`config.mk`:
```
export PLATFORM = sky130hd
export DESIGN_NAME = nrs_cinit_sched_rx_flat
export DESIGN_NICKNAME = d
export VERILOG_FILES = /design/src/rtl/nrs_cinit_sched_rx_if.sv /design/src/rtl/nrs_cinit_sched_rx.sv /design/src/flat_wrapper.sv
export SDC_FILE = /design/constraint.sdc
export NUM_CORES = 1
export LEC_CHECK = 0
export BUFFER_PORTS_ARGS = -buffer_cell sky130_fd_sc_hd__buf_2
export CAP_MARGIN = 20
export CELL_PAD_IN_SITES_DETAIL_PLACEMENT = 0
export CELL_PAD_IN_SITES_GLOBAL_PLACEMENT = 1
export CORE_UTILIZATION = 25
export DETAILED_ROUTE_END_ITERATION = 12
export MAX_ROUTING_LAYER = met4
export PLACE_DENSITY = 0.52
export REMOVE_ABC_BUFFERS = 1
export SYNTH_ARGS = -nofsm -noshare
export SYNTH_HDL_FRONTEND = slang
export SYNTH_SLANG_ARGS = --single-unit
```
`constraint.sdc`:
```
create_clock -name clk -period 4.7 [get_ports clk]
set_input_delay 0.47 -clock clk [delete_from_list [all_inputs] [get_ports clk]]
set_output_delay 0.47 -clock clk [all_outputs]
set_load 0.02 [all_outputs]
```
`src/rtl/nrs_cinit_sched_rx_if.sv`:
```
// Handshake and payload bundle between the RX NRS scheduler and its environment.
interface nrs_cinit_sched_rx_if #(
  parameter int unsigned CINIT_W = 31,
  parameter int unsigned CELL_W  = 9
);
  logic               frame_start;
  logic [CELL_W-1:0]  ncell_id;
  logic               frame_even;
  logic               gold_done;
  logic [CINIT_W-1:0] cinit;
  logic               gold_start;
  logic               cinit_run;
  logic [4:0]         slot_num;
  logic               l_sym;
  logic               busy;
  logic               frame_done;

  modport master (
    output frame_start, ncell_id, frame_even, gold_done,
    input  cinit, gold_start, cinit_run, slot_num, l_sym, busy, frame_done
  );

  modport slave (
    input  frame_start, ncell_id, frame_even, gold_done,
    output cinit, gold_start, cinit_run, slot_num, l_sym, busy, frame_done
  );
endinterface

```
`src/rtl/nrs_cinit_sched_rx.sv`:
```
// Per-frame RX NRS c_init scheduler: walks slot/symbol pairs, multiplies out c_init, drives the Gold generator.
// Optional NSSS_SKIP_EN: on even frames also skip subframe 9 (slots 18,19).
module nrs_cinit_sched_rx #(
  parameter int unsigned CINIT_W = 31,
  parameter int unsigned CELL_W  = 9
) (
  input logic                  clk,
  input logic                  rst,
  nrs_cinit_sched_rx_if.slave  bus
);

  localparam int unsigned A_W    = 8;
  localparam int unsigned B_W    = CELL_W + 1;
  localparam int unsigned ACC_W  = 18;
  localparam int unsigned SLOT_W = 5;
  localparam int unsigned CNT_W  = 3;

  typedef enum logic [2:0] {IDLE, CALC, START, WAIT, NEXT} state_t;

  state_t              state_q, state_n;
  logic [CNT_W-1:0]    cnt_q, cnt_n;
  logic [ACC_W-1:0]    acc_q, acc_n;
  logic [CELL_W-1:0]   ncell_q, ncell_n;
  logic                even_q, even_n;
  logic [SLOT_W-1:0]   slot_q, slot_n;
  logic                l_q, l_n;
  logic [CINIT_W-1:0]  cinit_q, cinit_n;
  logic                gs_q, gs_n;
  logic                cr_q, cr_n;
  logic                busy_q, busy_n;
  logic                fd_q, fd_n;

  logic [A_W-1:0]      a_op;
  logic [B_W-1:0]      b_op;
  logic [ACC_W-1:0]    partial;
  logic [ACC_W-1:0]    acc_sum;
  logic                last_pair;

  // Multiplier operands: a = 7*(ns+1) + l + 1 with l in {5,6}, b = 2N+1
  assign a_op    = A_W'(slot_q) * A_W'(7) + A_W'(13) + A_W'(l_q);
  assign b_op    = B_W'({ncell_q, 1'b1});
  assign partial = a_op[cnt_q] ? (ACC_W'(b_op) << cnt_q) : '0;
  assign acc_sum = ((cnt_q == '0) ? '0 : acc_q) + partial;

`ifdef NSSS_SKIP_EN
  assign last_pair = l_q && ((slot_q == SLOT_W'(19)) || (even_q && (slot_q == SLOT_W'(17))));
`else
  logic unused_even;
  assign unused_even = even_q;
  assign last_pair   = l_q && (slot_q == SLOT_W'(19));
`endif

  always_ff @(posedge clk or negedge rst) begin
    if (!rst) begin
      state_q <= IDLE;
      cnt_q   <= '0;
      acc_q   <= '0;
      ncell_q <= '0;
      even_q  <= 1'b0;
      slot_q  <= '0;
      l_q     <= 1'b0;
      cinit_q <= '0;
      gs_q    <= 1'b0;
      cr_q    <= 1'b0;
      busy_q  <= 1'b0;
      fd_q    <= 1'b0;
    end else begin
      state_q <= state_n;
      cnt_q   <= cnt_n;
      acc_q   <= acc_n;
      ncell_q <= ncell_n;
      even_q  <= even_n;
      slot_q  <= slot_n;
      l_q     <= l_n;
      cinit_q <= cinit_n;
      gs_q    <= gs_n;
      cr_q    <= cr_n;
      busy_q  <= busy_n;
      fd_q    <= fd_n;
    end
  end

  // Next-state and next-output logic; pulses default low
  always_comb begin
    state_n = state_q;
    cnt_n   = cnt_q;
    acc_n   = acc_q;
    ncell_n = ncell_q;
    even_n  = even_q;
    slot_n  = slot_q;
    l_n     = l_q;
    cinit_n = cinit_q;
    gs_n    = 1'b0;
    cr_n    = 1'b0;
    busy_n  = busy_q;
    fd_n    = 1'b0;
    case (state_q)
      IDLE: begin
        if (bus.frame_start) begin
          ncell_n = bus.ncell_id;
          even_n  = bus.frame_even;
          slot_n  = '0;
          l_n     = 1'b0;
          busy_n  = 1'b1;
          cnt_n   = '0;
          state_n = CALC;
        end
      end
      CALC: begin
        acc_n = acc_sum;
        cnt_n = cnt_q + CNT_W'(1);
        if (cnt_q == CNT_W'(7)) begin
          cinit_n = CINIT_W'({acc_sum, 10'd0}) + CINIT_W'(b_op);
          gs_n    = 1'b1;
          cr_n    = 1'b1;
          state_n = START;
        end
      end
      START: state_n = WAIT;
      WAIT: begin
        if (bus.gold_done) state_n = NEXT;
      end
      NEXT: begin
        cnt_n = '0;
        if (last_pair) begin
          slot_n  = '0;
          l_n     = 1'b0;
          busy_n  = 1'b0;
          fd_n    = 1'b1;
          state_n = IDLE;
        end else begin
          if (!l_q) begin
            l_n = 1'b1;
          end else begin
            l_n    = 1'b0;
            slot_n = (slot_q == SLOT_W'(9)) ? SLOT_W'(12) : slot_q + SLOT_W'(1);
          end
          state_n = CALC;
        end
      end
      default: state_n = IDLE;
    endcase
  end

  assign bus.cinit      = cinit_q;
  assign bus.gold_start = gs_q;
  assign bus.cinit_run  = cr_q;
  assign bus.slot_num   = slot_q;
  assign bus.l_sym      = l_q;
  assign bus.busy       = busy_q;
  assign bus.frame_done = fd_q;

endmodule

```
`src/flat_wrapper.sv`:
```
// flat-port wrapper written by rule: the top's interface ports become plain ports
module nrs_cinit_sched_rx_flat 
#(
  parameter int unsigned CINIT_W = 31,
  parameter int unsigned CELL_W  = 9
)
  (clk, rst, bus_frame_start, bus_ncell_id, bus_frame_even, bus_gold_done, bus_cinit, bus_gold_start, bus_cinit_run, bus_slot_num, bus_l_sym, bus_busy, bus_frame_done);
  nrs_cinit_sched_rx_if #(.CINIT_W(CINIT_W), .CELL_W(CELL_W)) bus_i ();
  input logic clk;
  input logic rst;
  input wire logic [$bits(bus_i.frame_start)-1:0] bus_frame_start;
  input wire logic [$bits(bus_i.ncell_id)-1:0] bus_ncell_id;
  input wire logic [$bits(bus_i.frame_even)-1:0] bus_frame_even;
  input wire logic [$bits(bus_i.gold_done)-1:0] bus_gold_done;
  output wire logic [$bits(bus_i.cinit)-1:0] bus_cinit;
  output wire logic [$bits(bus_i.gold_start)-1:0] bus_gold_start;
  output wire logic [$bits(bus_i.cinit_run)-1:0] bus_cinit_run;
  output wire logic [$bits(bus_i.slot_num)-1:0] bus_slot_num;
  output wire logic [$bits(bus_i.l_sym)-1:0] bus_l_sym;
  output wire logic [$bits(bus_i.busy)-1:0] bus_busy;
  output wire logic [$bits(bus_i.frame_done)-1:0] bus_frame_done;
  assign bus_i.frame_start = bus_frame_start;
  assign bus_i.ncell_id = bus_ncell_id;
  assign bus_i.frame_even = bus_frame_even;
  assign bus_i.gold_done = bus_gold_done;
  assign bus_cinit = bus_i.cinit;
  assign bus_gold_start = bus_i.gold_start;
  assign bus_cinit_run = bus_i.cinit_run;
  assign bus_slot_num = bus_i.slot_num;
  assign bus_l_sym = bus_i.l_sym;
  assign bus_busy = bus_i.busy;
  assign bus_frame_done = bus_i.frame_done;
  nrs_cinit_sched_rx #(.CINIT_W(CINIT_W), .CELL_W(CELL_W)) u_core (.clk(clk), .rst(rst), .bus(bus_i));
endmodule
```
======== Word level (Yosys, flattened, before mapping) ========
Index checks and enable logic that the tools add are counted.
cells by class
  add/subtract/negate cells ............... 6
  multipliers ............................. 1
  $lt $le $gt $ge ......................... 1
  eq/ne operators ......................... 12
  shift-type cells ........................ 1
  multiplexer cells ....................... 27
  reductions and logical operators ........ 12
operators by type and width
  operator             count
  $mux 18              2
  $add 28x10->29       1
  $mux 5               4
  $add 18x18->18       1
  $shl 10x3->18        1
  $pmux 3 s5           1
  $mux 3               4
  $mux 1               11
  $pmux 5 s2           1
  $pmux 3 s3           1
  $reduce_and 3->1     3
  $add 8x1->8          1
  $add 8x4->8 const B  1
  $mul 5x3->8 const B  1
  $reduce_and 2->1     4
  $eq 3x2->1 const B   2
  $eq 3x3->1 const B   2
  $logic_not 3->1      2
  $add 5x1->5 const B  1
  $eq 5x4->1 const B   1
  $eq 5x5->1 const B   1
  $lt 3x4->1 const B   1
  $ne 2x1->1 const B   2
  $ne 2x2->1 const B   2
  other kinds (8)      9
word-level totals
  register bits after elaboration ......... 73
  output and inout port bits .............. 41

======== Logic depth before layout (Yosys ltp) ========
Gate-level depths: netlist (run 1).
  depth after elaboration ................. 8
  depth in mapped cells ................... 20
  mapped depth without buffers ............ 18

======== Least setup slack after synthesis (run 1) ========
No wires, ideal clock.
  kind .................................... flip-flop to flip-flop
  start point ............................. reg u_core.slot_q[2] (netlist: u_core.bus.slot_num[2])
  end point ............................... reg u_core.acc_q[17]
  data arrival time ....................... 4.343 ns
  data required time ...................... 4.574 ns
  path slack .............................. 0.231 ns
  stages on the path, launching flop included .. 19
  buffers on the path ..................... 1
  cell sequence ........................... dfrtp_1 > inv_1 > ha_1 > inv_1 > fa_1 > ha_1 > a211o_1 > o211ai_2 > mux2i_1 > o21ai_1 > mux2i_1 > buf_4 > a21oi_1 > ha_1 > a21o_1 > a31o_2 > o2111ai_1 > nand3b_1 > a221o_1
on the way
  longest elaborated chain between the ends .. 7
RTL lines
  item                          RTL line                  RTL
  start, declared               nrs_cinit_sched_rx.sv:25  logic [SLOT_W-1:0] slot_q, slot_n;
  start signal, assigned        nrs_cinit_sched_rx.sv:73  slot_q <= slot_n;
  $mul 5x3->8                   nrs_cinit_sched_rx.sv:40  assign a_op = A_W'(slot_q) * A_W'(7) + A_W'(13) + A_W'(l_q);
  $add 8x4->8                   nrs_cinit_sched_rx.sv:40
  $add 8x1->8                   nrs_cinit_sched_rx.sv:40
  $bmux 1 s3                    nrs_cinit_sched_rx.sv:42  assign partial = a_op[cnt_q] ? (ACC_W'(b_op) << cnt_q) : '0;
  $mux 1 (implied by the code)  nrs_cinit_sched_rx.sv:42
  $mux 18                       nrs_cinit_sched_rx.sv:42
  $add 18x18->18                nrs_cinit_sched_rx.sv:43  assign acc_sum = ((cnt_q == '0) ? '0 : acc_q) + partial;
  end signal, assigned          nrs_cinit_sched_rx.sv:70  acc_q <= acc_n;
  end, declared                 nrs_cinit_sched_rx.sv:22  logic [ACC_W-1:0] acc_q, acc_n;
Every way passes these cells. The select of a mux whose other input is x is not followed.
A chain may end at the register's enable or synchronous reset.

======== Final worst setup path (run 1) ========
  start point ............................. reg u_core.slot_q[1] (netlist: u_core.bus.slot_num[1])
  end point ............................... reg u_core.acc_q[17]
Same word-level chain as after synthesis.

==> results of run 1 <==
==> cell type report <==
class | instances | area, um2 | area share
Inverter | 23 | 86.3 | 0.0143
Clock buffer | 10 | 239 | 0.0395
Timing Repair Buffer | 77 | 453 | 0.0749
Clock inverter | 6 | 93.8 | 0.0155
Tap cell | 265 | 332 | 0.0549
Multi-Input combinational cell | 422 | 3090 | 0.511
Sequential cell | 70 | 1750 | 0.290
==> routing by layer <==
layer / routed length [um] / vias to the layer above / track usage
li1: - / 2011 / -
met1: 6040 / 1880 / 0.170
met2: 5710 / 56 / 0.213
met3: 314 / 14 / 0.0262
met4: 167 / 0 / 0.0374
met5: 0 / - / -
==> worst min path at each step <==
stage                                 endpoint  slack (ps)  cells past startpoint
after floorplan                u_core.acc_q[0]         170                      0
after global placement     u_core.bus.cinit[0]         450                      1
after detailed placement   u_core.bus.cinit[0]         450                      1
after CTS                 u_core.bus.cinit[27]         300                      1
after global routing      u_core.bus.cinit[27]         350                      1
final                     u_core.bus.cinit[27]         270                      1
==> worst max-delay path, stage by stage, from the launching register on <==
cell,delay [ps]
dfrtp_1,360
inv_2,70
ha_1,280
inv_1,50
fa_1,550
ha_4,230
a211o_1,320
o211ai_2,70
mux2i_1,240
o21ai_2,90
mux2i_2,200
buf_4,170
a21oi_1,100
ha_1,390
a21o_1,210
a31o_2,260
o2111ai_1,220
nand3b_1,210
a221o_1,340
==> logic make-up (layout without fill, tap and decap cells) <==
kind of cell    after synthesis  after routing  synth area share
simple gates                183            183             0.183
compound gates              141            141             0.181
flops                        70             70             0.355
buf+inv                      54            116            0.0529
fa+ha+maj                    47             47             0.127
mux                          31             31            0.0699
xor+xnor                     17             17            0.0301
other cells                   1              3          0.000759
==> metrics by stage <==
step,util,TNS [ps],hold WS [ps],area [um2]
2_1_floorplan,-,-169,174,4770
3_3_place_gp,0.283,0,445,5490
3_5_place_dp,0.283,0,454,5490
4_1_cts,0.300,0,302,5820
5_1_grt,0.312,-10.3,347,6040
6_report,0.312,0,271,6040
==> state kept, by name (all words and copies together), names as in the netlist <==
register               count
u_core.bus.frame_done      1
u_core.bus.cinit          28
u_core.bus.slot_num        5
u_core.bus.l_sym           1
u_core.cnt_q               3
u_core.acc_q              18
u_core.ncell_q             9
u_core.bus.busy            1
u_core.state_q             3
u_core.bus.gold_start      1
==> cells in the final DEF, fill, tap and decap left out, types with 4 or more instances in the layout <==
cell	n
mux2_2	13
fa_1	4
inv_2	6
o21ai_0	43
a21oi_1	34
o211ai_1	4
xor2_1	11
buf_2	50
a21o_1	5
mux2i_1	14
a22oi_1	9
nor3_1	6
o22ai_1	4
or2_2	4
ha_4	6
dfrtp_1	70
and2_1	17
buf_4	27
ha_1	33
nor2b_1	7
clkbuf_16	9
inv_1	16
o21ai_1	8
nand3_1	6
nand4_1	4
nor2_1	20
nand2_1	89
xnor2_1	5
nand2b_1	10
==> timing repair <==
| item | 4_1_cts | 5_1_grt |
|---|---|---|
| setup buffers | 0 | 8 |
| endpoints found under the setup margin | 0 | 22 |
| gates resized for setup | 0 | 35 |
==> impl_metrics.tcl, run 1 <==
set metrics [dict create \
    first_iter_violations 134 \
    timing.rr.end "u_core.acc_q[17]" \
    io_buffers 50 \
    synth_cell_type_count 68 \
    synth_warnings 0 \
    cts.reportedPaths.clkPinSlew_ps 60 \
    crit_path_launch_type "flip-flop" \
    die_x_um 143 \
    critical_path.reg2reg.startpoint "u_core.bus.slot_num[1]" \
    htree_levels 3 \
    synth_ff_type "dfrtp_1" \
    synth_top_cells_by_count "89 x nand2_1, 70 x dfrtp_1, 46 x o21ai_0" \
    drtAntennaViolNets 0 \
    i_o_pin_total 55 \
    grt.total_usage 0.133 \
    synth-seq-cells 70 \
    cts_tree "done" \
    synth_largest_area_cell "dfrtp_1" \
    worst_hold_path_type "in2async" \
    grt_pass1_wl_mm 20.5 \
    netlist_area_mm2 0.00494 \
    die_height_um 143 \
    wl_mm 12.2 \
    via_total_after_detailed_routing 3961 \
    die_outline_area_mm2 0.0203 \
    top_cells_by_area_in_the_synthesized_netlist "dfrtp_1 35%, ha_1 11%, nand2_1 6.8%, o21ai_0 4.7%, a21oi_1 3.4%" \
    via_per_inst 4.54 \
    post_drt_wl_per_cell_um 14.0 \
    worst_r2r_path_depth 18 \
    cts_num_sinks 70 \
    post-route-min-period_ps 4480 \
    area.growth.synth_to_final_pct 22.4 \
    cts_hold_buf 0 \
    antenna_found_initial 0 \
    place_worst_setup_slack_ps 98.4 \
    grt_overflow_total 0 \
    finalSetupViolations 0 \
    synthArstFlopShare 1.00 \
    post_layout_nonfiller_instances 873 \
    critical_path_peak_fanout 5 \
    maxSlewViolCount 0 \
    endpoint_kind "flip-flop" \
    clock_skew_ps 9.57 \
    worst_setup_path_startpoint "u_core.bus.slot_num[1]" \
    timing.critical_path.arrival_ps 4700 \
    synth_most_common_cell "nand2_1" \
    cts_max_path_buffers 2 \
    num-fill-cells 2072 \
    cts_root_buffer "clkbuf_16" \
    syn-instance-count 544 \
    synth-edff-count 0 \
    worst_skew_pair.late_latency_ps 340 \
    row_count 51 \
    antenna-diode-count 0 \
    setup.worst_path.end "u_core.acc_q[17]" \
    drt_pass1_iterations 4 \
    finalNetCount 664 \
    number_of_remaining_drc_errors 0 \
    tritoncts.num_buffers 9 \
    run_status "finished, final reports clean" \
    grt_max_degree 71 \
    worstSetupPathType "reg2reg" \
    r2r_setup_slack_ps 220 \
    worst_pin_slew_ps 933 \
    hpwlAfterDp_mm 8.82 \
    placed_cell_count 848 \
    worstPathRequired_ps 4920 \
    post-route-period-util 0.953 \
    grt_pass1_vias 4009 \
    timing.final.hold_violations 0 \
    worst_slack_ps 223 \
    max_clock_freq_ghz 0.223 \
    core_mm2 0.0194 \
    seq_area_frac_synth 0.355 \
    average_footprint_of_a_synthesized_cell_um2 9.08 \
    drive_above_1_share 0.260 \
    synth_top_cell_area_share 0.355 \
    floorplan.initialDensity 0.255 \
    place.gp.congestion 0.805 \
    drv_cap 0 \
    timing.slew.headroom 0.378 \
]
Power of run 1 is left out: the tool's default activity adds up to more than one toggle a clock period on the data nets, which glitch-free logic cannot reach.
==> run 2, diff against run 1 <==
==> constraint.sdc (replaced) <==
create_clock -name clk -period 5.7 [get_ports clk]
set_input_delay 0.57 -clock clk [delete_from_list [all_inputs] [get_ports clk]]
set_output_delay 0.57 -clock clk [all_outputs]
set_load 0.02 [all_outputs]
==> impl_metrics.tcl, run 2 (synthesis gave the netlist of run 1 again) <==
set metrics [dict create \
    post_dp_cell_area_mm2 0.00537 \
    post-route-min-period_ps 4920 \
    timing.final.hold_violations 0 \
    row_count 51 \
    via_per_inst 4.57 \
    cpMaxStageDelayCell "dfrtp_1" \
    post_drt_wl_per_cell_um 14.0 \
    stdcell_area_mm2 0.00568 \
    post_layout_nonfiller_instances 847 \
    die_x_um 143 \
    critical_path_peak_fanout 9 \
    cts_max_path_buffers 2 \
    tritoncts.num_buffers 9 \
    die_outline_area_mm2 0.0203 \
    antenna-diode-count 0 \
    grt_pass1_wl_mm 19.9 \
    final.setup.tns_ps 0 \
    max_ffs_per_register 28 \
    r2r_setup_slack_ps 780 \
    drv_cap 0 \
    worstSetupPathType "reg2reg" \
    worst_path_most_repeated_cell "ha_1" \
    cts_hold_buf 0 \
    endpoint_kind "flip-flop" \
    die_height_um 143 \
    timing.slew.headroom 0.391 \
    worst_hold_path_type "in2async" \
    core_mm2 0.0194 \
    i_o_pin_total 55 \
    maxSlewViolCount 0 \
    cts_root_buffer "clkbuf_16" \
    critical_path.reg2reg.startpoint "u_core.bus.slot_num[2]" \
    drt_pass1_iterations 4 \
    htree_levels 3 \
    run_status "finished, final reports clean" \
    layout.cells.most_common_list "89 x nand2_1, 70 x dfrtp_1, 49 x buf_2" \
    cts_repair_resize_count 0 \
    number_of_remaining_drc_errors 0 \
    grt_max_degree 71 \
    timing.critical_path.arrival_ps 5120 \
    finalNetCount 639 \
    area.growth.synth_to_final_pct 14.9 \
    antenna_found_initial 0 \
    via_total_after_detailed_routing 3873 \
    worst_r2r_path_depth 18 \
    drtAntennaViolNets 0 \
    wl_mm 11.8 \
    rsz0062_at_grt "false" \
    grt_pass1_vias 3921 \
    critical-path-max-stage-delay_ps 530 \
    cts_tree "done" \
    timing.rr.end "u_core.acc_q[14]" \
    max_clock_freq_ghz 0.203 \
    grt.total_usage 0.130 \
    cts_post_setup_buffers_inserted 0 \
    place.gp.congestion 0.801 \
    drive_above_1_share 0.184 \
    io_buffers 50 \
    clock_skew_ps 6.19 \
    worst_pin_slew_ps 913 \
    crit_path_launch_type "flip-flop" \
    finalSetupViolations 0 \
    post-route-period-util 0.863 \
    crit_chain "inv_1, ha_1, inv_1, fa_1, ha_1, xor2_1, mux2i_1, a21oi_1, and2_1, a22oi_1, a21oi_1, ha_1, a21o_1, a21oi_2, nand2_2, a221oi_2, mux2i_1, o21ai_1" \
    cts.reportedPaths.clkPinSlew_ps 60 \
    worstPathRequired_ps 5900 \
    final_common_cell "nand2_1" \
    cts_num_sinks 70 \
    floorplan.initialDensity 0.255 \
    worst_skew_pair.late_latency_ps 340 \
    hpwlAfterDp_mm 8.81 \
    grt_overflow_total 0 \
    placed_cell_count 832 \
    first_iter_violations 141 \
]
==> run 2: critical path, delay by kind of cell, from the launching register on <==
kind | cells | cell delay, ps
DFF | 1 | 530
xor gates and xnor gates | 1 | 150
AOI/OAI and AO/OA | 7 | 1510
adders and majority gates | 4 | 1440
and+or+nand+nor | 2 | 510
buffers and inverters | 2 | 230
muxes | 2 | 420
==> run 2: how the worst max path moves through the flow <==
stage | start | to | slack, ps | cells past startpoint
3_5_place_dp | u_core.bus.slot_num[2] | u_core.acc_q[14] | 780 | 18
6_report | u_core.bus.slot_num[2] | u_core.acc_q[14] | 780 | 18
3_3_place_gp | u_core.bus.slot_num[2] | u_core.acc_q[14] | 800 | 18
5_1_grt | u_core.bus.slot_num[2] | u_core.acc_q[14] | 400 | 18
2_1_floorplan | u_core.bus.slot_num[2] | u_core.acc_q[17] | 940 | 17
4_1_cts | u_core.bus.slot_num[2] | u_core.acc_q[16] | 760 | 19
==> run 2: stage by stage <==
step | setup slack (ps) | util | hold WS (ps)
after CTS | 762 | 0.293 | 407
after floorplan | 944 | - | 274
after global routing | 396 | 0.293 | 454
after detailed placement | 780 | 0.277 | 449
after global placement | 804 | 0.277 | 446
final | 778 | 0.293 | 366
==> run 2: routing by layer <==
layer / vias up / global-route usage / wire length, um
li1: 1965 / - / -
met1: 1843 / 0.164 / 5720
met2: 53 / 0.207 / 5540
met3: 12 / 0.0202 / 367
met4: 0 / 0.0549 / 211
met5: - / - / 0
==> run 2: layout make-up <==
type,count,area [um2]
clock buffer,11,233
clock inverter,4,72.6
fill,2120,13700
inverter,23,86.3
multi-input combinational,422,2930
sequential,70,1750
tap,265,332
timing repair buffer,52,268
Power of run 2 is left out for the same reason.
